==> src/rtl/acorn128_encdec_core.sv <==
// ACORN-128 message/padding engine: DATA_W unrolled state-update steps per cycle with
// valid/ready data sides. Define ACORN_KS_OUT_EN to add the registered ks_out port.
module acorn128_encdec_core #(
  parameter int unsigned DATA_W = 8,
  parameter int unsigned LEN_W  = 16
) (
  input  logic              clk,
  input  logic              rst,
  input  logic              start,
  input  logic              mode,
  input  logic [292:0]      state_in,
  input  logic [LEN_W-1:0]  msg_words,
  input  logic              in_valid,
  output logic              in_ready,
  input  logic [DATA_W-1:0] in_data,
  output logic              out_valid,
  input  logic              out_ready,
  output logic [DATA_W-1:0] out_data,
  output logic              busy,
  output logic              done,
`ifdef ACORN_KS_OUT_EN
  output logic [DATA_W-1:0] ks_out,
`endif
  output logic [292:0]      state_out
);

  typedef enum logic [1:0] {StIdle, StMsg, StPad, StDone} st_e;

  st_e               st_q;
  logic              mode_q;
  logic [LEN_W-1:0]  len_q;
  logic [LEN_W-1:0]  word_cnt_q;
  logic [8:0]        pad_cnt_q;
  logic [292:0]      state_q;
  logic [292:0]      state_out_q;
  logic [DATA_W-1:0] out_data_q;
  logic              out_valid_q;
  logic              done_q;
`ifdef ACORN_KS_OUT_EN
  logic [DATA_W-1:0] ks_q;
  logic [DATA_W-1:0] chunk_ks;
`endif

  logic [292:0]      chunk_state;
  logic [DATA_W-1:0] chunk_out;
  logic [292:0]      step_s;
  logic              step_ks;
  logic              step_m;
  logic              step_ca;
  logic [8:0]        step_p;
  logic              accept;

  function automatic logic maj(input logic x, input logic y, input logic z);
    return (x & y) ^ (x & z) ^ (y & z);
  endfunction

  function automatic logic ch(input logic x, input logic y, input logic z);
    return (x & y) ^ (~x & z);
  endfunction

  // The six LFSR taps are folded in order, so each uses the not-yet-updated lower tap.
  function automatic logic [292:0] lfsr_mix(input logic [292:0] s);
    logic [292:0] r;
    r = s;
    r[289] = r[289] ^ r[235] ^ r[230];
    r[230] = r[230] ^ r[196] ^ r[193];
    r[193] = r[193] ^ r[160] ^ r[154];
    r[154] = r[154] ^ r[111] ^ r[107];
    r[107] = r[107] ^ r[66]  ^ r[61];
    r[61]  = r[61]  ^ r[23]  ^ r[0];
    return r;
  endfunction

  function automatic logic keystream(input logic [292:0] s);
    return s[12] ^ s[154] ^ maj(s[235], s[61], s[193]) ^ ch(s[230], s[111], s[66]);
  endfunction

  function automatic logic feedback(input logic [292:0] s, input logic ks, input logic ca,
                                    input logic cb);
    return s[0] ^ ~s[107] ^ maj(s[244], s[23], s[160]) ^ (ca & s[196]) ^ (cb & ks);
  endfunction

  assign in_ready  = (st_q == StMsg) && (!out_valid_q || out_ready);
  assign accept    = in_valid && in_ready;
  assign busy      = (st_q != StIdle);
  assign out_valid = out_valid_q;
  assign out_data  = out_data_q;
  assign done      = done_q;
  assign state_out = state_out_q;
`ifdef ACORN_KS_OUT_EN
  assign ks_out    = ks_q;
`endif

  // One cycle's worth of chained steps; in PAD the input word is ignored.
  always_comb begin
    step_s    = state_q;
    step_ks   = 1'b0;
    step_m    = 1'b0;
    step_ca   = 1'b0;
    step_p    = '0;
    chunk_out = '0;
`ifdef ACORN_KS_OUT_EN
    chunk_ks  = '0;
`endif
    for (int k = 0; k < DATA_W; k++) begin
      step_s  = lfsr_mix(step_s);
      step_ks = keystream(step_s);
      step_p  = pad_cnt_q + 9'(k);
      if (st_q == StPad) begin
        step_m  = (step_p == 9'd0);
        step_ca = (step_p < 9'd128);
      end else begin
        step_m  = mode_q ? (in_data[k] ^ step_ks) : in_data[k];
        step_ca = 1'b1;
      end
      chunk_out[k] = in_data[k] ^ step_ks;
`ifdef ACORN_KS_OUT_EN
      chunk_ks[k]  = step_ks;
`endif
      step_s = {feedback(step_s, step_ks, step_ca, 1'b0) ^ step_m, step_s[292:1]};
    end
    chunk_state = step_s;
  end

  always_ff @(posedge clk) begin
    if (!rst) begin
      st_q        <= StIdle;
      mode_q      <= 1'b0;
      len_q       <= '0;
      word_cnt_q  <= '0;
      pad_cnt_q   <= '0;
      state_q     <= '0;
      state_out_q <= '0;
      out_data_q  <= '0;
      out_valid_q <= 1'b0;
      done_q      <= 1'b0;
`ifdef ACORN_KS_OUT_EN
      ks_q        <= '0;
`endif
    end else begin
      done_q <= 1'b0;
      if (out_valid_q && out_ready && !accept) begin
        out_valid_q <= 1'b0;
      end
      unique case (st_q)
        StIdle: begin
          if (start) begin
            mode_q     <= mode;
            state_q    <= state_in;
            len_q      <= msg_words;
            word_cnt_q <= '0;
            pad_cnt_q  <= '0;
            st_q       <= (msg_words == '0) ? StPad : StMsg;
          end
        end
        StMsg: begin
          if (accept) begin
            state_q     <= chunk_state;
            out_data_q  <= chunk_out;
            out_valid_q <= 1'b1;
`ifdef ACORN_KS_OUT_EN
            ks_q        <= chunk_ks;
`endif
            word_cnt_q  <= word_cnt_q + LEN_W'(1);
            if (word_cnt_q == len_q - LEN_W'(1)) begin
              st_q <= StPad;
            end
          end
        end
        StPad: begin
          state_q   <= chunk_state;
          pad_cnt_q <= pad_cnt_q + 9'(DATA_W);
          if (pad_cnt_q == 9'(256 - DATA_W)) begin
            st_q <= StDone;
          end
        end
        StDone: begin
          // Hand over only once the last output word has drained.
          if (!out_valid_q) begin
            state_out_q <= state_q;
            done_q      <= 1'b1;
            st_q        <= StIdle;
          end
        end
        default: st_q <= StIdle;
      endcase
    end
  end

endmodule

==> config.mk <==
export PLATFORM = sky130hd
export DESIGN_NAME = acorn128_encdec_core
export DESIGN_NICKNAME = d
export VERILOG_FILES = /design/src/rtl/acorn128_encdec_core.sv
export SDC_FILE = /design/constraint.sdc
export NUM_CORES = 2
export LEC_CHECK = 0
export BUFFER_PORTS_ARGS = -buffer_cell sky130_fd_sc_hd__buf_2
export CAP_MARGIN = 20
export CORE_AREA = 8 8 255 257
export DETAILED_ROUTE_END_ITERATION = 10
export DIE_AREA = 0 0 263 265
export GPL_TIMING_DRIVEN = 0
export PLACE_DENSITY = 0.65
export RECOVER_POWER = 50
export SLEW_MARGIN = 15
export SYNTH_ARGS = -nofsm -noshare
export SYNTH_HDL_FRONTEND = slang
export SYNTH_SLANG_ARGS = --single-unit
==> constraint.sdc <==
create_clock -name clk -period 6.2 [get_ports clk]
set_clock_uncertainty 0.2 [all_clocks]
set_input_delay 0.31 -clock clk [delete_from_list [all_inputs] [get_ports clk]]
set_output_delay 0.31 -clock clk [all_outputs]
set_load 0.02 [all_outputs]
; After elaboration in Yosys (flattened, before gate mapping)
; Index checks and enable logic that the tools add are counted.
[word_totals]
ff_bits = 640
latchBits = 0
mem_bits_rw = 0
rom_bits = 0
inputBits = 323
output_inout_bits = 305
word_cells = 399
mem_count = 0
[classes]
addsub = 10
n_mul = 0
div_mod_pow = 0
magnitude_cmp = 8
n_eq_ne = 10
shifts = 0
mux = 43
bitwise_logic = 289
n_reduce_logical = 29
[ops]
columns = cell, count
row1 = one-hot mux 293 bit (3 select lines), 1
row2 = two-way mux 293 bit, 2
row3 = XOR 1 bit, 200
row4 = AND 1 bit, 72
row5 = zero test 9 bit, 8
row6 = "< comparator 9 x 8 -> 1 bit, second input constant", 8
row7 = "adder 9 x 3 -> 9 bit, second input constant", 4
row8 = two-way mux 16 bit, 2
row9 = one-hot mux 16 bit (2 select lines), 1
row10 = two-way mux 1 bit, 28
row11 = "adder 9 x 2 -> 9 bit, second input constant", 2
row12 = one-hot mux 9 bit (2 select lines), 1
row13 = NOT 1 bit, 17
row14 = "adder 16 x 1 -> 16 bit, second input constant", 1
row15 = == test 16 bit, 1
row16 = zero test 16 bit, 1
row17 = "subtractor 16 x 1 -> 16 bit, second input constant", 1
row18 = two-way mux 2 bit, 6
row19 = AND reduction 2 bit, 5
row20 = "adder 9 x 1 -> 9 bit, second input constant", 1
row21 = "adder 9 x 4 -> 9 bit, second input constant", 1
row22 = "== test 9 x 8 -> 1 bit, second input constant", 1
row23 = two-way mux 9 bit, 1
row24 = one-hot mux 2 bit (4 select lines), 1
row25 = other kinds (12), 23

; Longest topological paths before layout
[logic_depth]
depth_word = 15
depth_mapped = 10
ltp_nobuf = 10

; Worst setup path before layout
; No wires, ideal clock.
[synth_timing]
kind = register to register
from = register len_q[0]
to = register st_q[0]
setup_ps = 72
arrival_time_ps = 2471
required_time_ps = 5928
slack_ps = 3457
path_stages_with_launch = 11
n_path_buf = 0
synth_period_minus_slack_ps = 2743
cell_sequence = dfxtp_1 > inv_1 > ha_1 > nor3b_2 > nand2_2 > or4_1 > xnor2_1 > nand4_1 > a2111o_1 > a221oi_2 > mux2i_1
[synth_via]
elab_chain_cells = 4
[synth_lines]
columns = item, line
row1 = "start, declared", 31  ; logic [LEN_W-1:0] len_q;
row2 = "start signal, assigned", 150  ; len_q <= msg_words;
row3 = subtractor 16 x 1 -> 16 bit, 165  ; if (word_cnt_q == len_q - LEN_W'(1)) begin
row4 = == test 16 bit, 165
row5 = != test 2 x 1 -> 1 bit (no line), n/a
row6 = AND reduction 5 bit (no line), n/a
row7 = "end signal, assigned", 166  ; st_q <= StPad;
row8 = "end signal, assigned", 174  ; st_q <= StDone;
row9 = "end signal, assigned", 182  ; st_q <= StIdle;
row10 = "end, declared", 29  ; st_e st_q;
; Every way passes these cells.
; A chain may end at the register's enable or synchronous reset.

; Worst setup path in the final report
[layout_timing]
from = register st_q[0]
to = register state_q[227]
[layout_via]
elab_chain_cells = 5
word_cells_on_any_way = 10
classes_between = eq/ne (4) / mux (1) / reduce/logical (5)
[layout_lines]
columns = item, line
row1 = "start signal, assigned", 127  ; st_q <= StIdle;
row2 = "start signal, assigned", 153  ; st_q <= (msg_words == '0) ? StPad : StMsg;
row3 = "start signal, assigned", 166
row4 = == test 2 x 1 -> 1 bit, "83, 145"
row5 = logical AND 1 bit, 83  ; assign in_ready = (st_q == StMsg) && (!out_valid_q || out_ready);
row6 = logical AND 1 bit, 84  ; assign accept = in_valid && in_ready;
row7 = != test 2 bit (no line), n/a
row8 = AND reduction 3 bit (no line), n/a
row9 = "end signal, assigned", 149  ; state_q <= state_in;
row10 = "end signal, assigned", 158  ; state_q <= chunk_state;
row11 = "end signal, assigned", 171  ; state_q <= chunk_state;
row12 = "end, declared", 34  ; logic [292:0] state_q;
; Parallel ways exist; a longest one is shown, timed or not.

==> flow_summary_export.csv <==
group,metric,value,unit
timing,worst_slew_pin_slew,1.14,ns
routing,routed_wl,115000,µm
yosys,yosysSeqAreaShare,46.9,%
cts,clock_latency,0.61,ns
die,start_util,44.5,%
cts,cts_root_buf,"clkbuf_16",
cts,clk_path_buf_depth,3,
routing,drc,0,
yosys,ys_types,51,
cts,cts_resized,0,
timing,slew-limit-headroom,24.1,%
cells_and_area,areaGrowthSynthToFinish,34.0,%
place,dp_hpwl,86900,µm
grt,grt_max_degree,14,
die,die_y,265,µm
cells_and_area,fill_cells,5536,
cells_and_area,regArea,0.0128,mm²
power,power,0.0168,W
setup_path,crit_path_max_fanout,10,
grt,grt_pass1_wl,169000,µm
yosys,synth-edff-count,0,
timing,fmax,257,MHz
yosys,netlist_area,0.0272,mm²
routing,drt_iter0_drc,2256,
power,ir_drop,0.000281,V
yosys,synth_fa_ha_area_share,0.958,%
routing,wire_per_inst,22.9,µm
routing,firstDrtPassIters,5,
timing,finalCriticalPeriod,3.88,ns
setup_path,crit_arrival,4.15,ns
place,pre_cts_slack,2.31,ns
cts,cts_made_buffers,71,
grt,grt_usage,31.4,%
setup_path,worstPathRequired,6.46,ns
yosys,synth_nets,3466,
yosys,synth_flop_cell,"dfxtp_1",
yosys,synthMuxAreaShare,11.7,%
yosys,ys_warn_count,0,
timing,slew_violations,0,
grt,grt_pass1_vias,26700,
outcome,outcome,"finished clean",
timing,rsz0062_at_grt,"false",
yosys,synth.avg_cell_area,8.67,µm²
die,core,0.0610,mm²
power,power_density,460,mW/mm²
timing,fin_setup_tns,0,ns
die,die_area,0.0697,mm²
cells_and_area,final_layout_size_suffix_gt1_share,10.7,%
power,p_leak,13.6,nW
yosys,async_reset_ff_share,0,%
cells_and_area,multi_input_area,0.0133,mm²
yosys,yosys.area_share.simple,15.2,%
die,rows,91,
place,port_buffers,627,
timing,setup_viol,0,
min_path,hp-class,"in -> reg",
die,ios,628,
die,die_width,263,µm
grt,overflow,0,
run,cap_violations,0,
timing,setup_ws,2.32,ns
setup_path,start_kind,"flip-flop",
routing,viasPerCell,5.38,
routing,postRouteAntennaNets,0,
yosys,synthCells,3135,
cts,htreeDepth,3,
yosys,synth_top_family_by_area,"simple AND/OR/NAND/NOR gates",
cts,cts_sinks,637,
grt,antenna_found_initial,19,
place,gp_congestion,0.951,
yosys,synth_xor_area_share,6.52,%
cells_and_area,final_nets,4480,
cts,clkTransAtPathRegs,0.06,ns
routing,vias,26900,
setup_path,path_class,"reg -> reg",
cts,cts_tree,"yes",
yosys,ys_seq_elements,637,
setup_path,cp-end-kind,"flip-flop",
timing,hold_viol,0,
timing,fin_crit_sh,62.7,%
yosys,synth_compound_area_share,14.7,%
[placed cells by master, fill, tap and decap left out, drive strengths merged, types with 3 or more instances in the layout]
| master | netlist | final |
|---|---|---|
| o21ai | 12 | 12 |
| nor2 | 336 | 336 |
| xnor3 | 11 | 11 |
| nand4 | 7 | 7 |
| inv | 20 | 24 |
| nand3 | 11 | 11 |
| mux2i | 314 | 314 |
| xnor2 | 132 | 132 |
| nand2 | 651 | 651 |
| clkinv | 0 | 14 |
| nor4 | 7 | 7 |
| ha | 8 | 8 |
| bufinv | 0 | 3 |
| mux2 | 4 | 4 |
| dlygate4sd3 | 0 | 313 |
| nand2b | 4 | 4 |
| dfxtp | 637 | 637 |
| a21oi | 321 | 321 |
| nor3 | 9 | 9 |
| xor2 | 42 | 42 |
| buf | 41 | 361 |
| diode | 0 | 16 |
| nand3b | 3 | 3 |
| clkbuf | 220 | 633 |
| nor2b | 4 | 4 |
| a211oi | 294 | 294 |
| maj3 | 16 | 16 |
| or3 | 4 | 4 |
| nand4b | 4 | 4 |
[final cells by class]
cell class / instances / share of cell area [%]
Clock inverter: 21 / 0.577
Clock buffer: 105 / 5.81
Tap cell: 790 / 2.71
Antenna cell: 16 / 0.110
Sequential cell: 637 / 35.0
Buffer: 261 / 2.73
Timing Repair Buffer: 941 / 16.2
Inverter: 20 / 0.206
Multi-Input combinational cell: 2217 / 36.6
[per-layer routing]
| layer | global-route usage (%) | part of all wire [%] |
|---|---|---|
| met1 | 39.2 | 42 |
| met2 | 52.2 | 47 |
| met3 | 6.93 | 7.0 |
| met4 | 13.3 | 4.4 |
| met5 | 0 | 0.040 |
[worst max-delay path: stages (launching register included)]
cell and delay (ns):
dfxtp_1 0.41, inv_1 0.09, ha_1 0.26, nand2b_1 0.19, nor2b_2 0.23, nor2b_1 0.14
clkbuf_1 0.40, clkbuf_1 0.67, buf_1 0.81, mux2i_1 0.27, nor2_1 0.06
[cells in the mapped netlist, types with 3 or more instances]
master    count  area [µm²]
nand3b_1      3        22.5
nand2_1     650        2440
nor2b_1       3        18.8
nand2b_1      4        25.0
buf_2         6        30.0
clkbuf_1    219         822
nor2_1      336        1260
maj3_1       16         160
o21ai_0       9        45.0
xor2_1       42         368
or3_1         4        25.0
buf_1        33         124
a211oi_1    294        2210
ha_1          8         100
dfxtp_1     637       12800
nand4b_1      4        35.0
o21ai_1       3        15.0
inv_1        18        67.6
nor3_1        9        45.0
a21oi_1     321        1610
xnor2_1     132        1160
nand3_1      11        55.1
mux2_1        4        45.0
mux2i_1     314        3140
xnor3_1      11         248
nand4_1       7        43.8
nor4_1        5        31.3
[metrics by stage]
step	hold slack (ns)	std cells	util (%)	cell area [µm²]
after detailed placement	0.243	4553	51.3	31300
final	0.0416	5008	59.7	36400
after CTS	0.0128	4992	60.3	36800
after global placement	0.240	4552	51.3	31300
after global routing	0.0865	5004	59.7	36400
after floorplan	0.244	3135	-	27200
[flip-flops by register name, indices dropped and copies added (netlist names)]
| register | count |
|---|---|
| done | 1 |
| st_q | 2 |
| len_q | 16 |
| state_out | 293 |
| out_data | 8 |
| mode_q | 1 |
| out_valid | 1 |
| pad_cnt_q | 6 |
| state_q | 293 |
| word_cnt_q | 16 |
[power breakdown]
| group | leakage (nW) | switching, W | internal, W |
|---|---|---|---|
| clock network | 1.16 | 0.00176 | 0.00249 |
| registers | 5.21 | 0.000987 | 0.00485 |
| logic | 7.19 | 0.00392 | 0.00276 |
[logic make-up after synthesis]
family	after synthesis
compound gates	641
xor+xnor	185
fa+ha+maj	24
buf+inv	281
flops	637
mux	318
simple gates	1049
[path summary, 6_finish.rpt]
kind                                     from       endpoint  slack [ns]  depth (start not counted)
worst max-delay path                  st_q[0]   state_q[227]        2.32                         10
worst min-delay path                    start   pad_cnt_q[4]        0.04                          4
worst max register to register        st_q[0]   state_q[227]        2.32                         10
worst min register to register  state_out[95]  state_out[95]        0.25                          2
[repair_timing]
action	in CTS	in global routing
setup buffers	0	0
hold endpoints to repair	314	0
setup endpoints to repair	0	0
hold buffers	313	0
(Power assumes the default switching activity.)
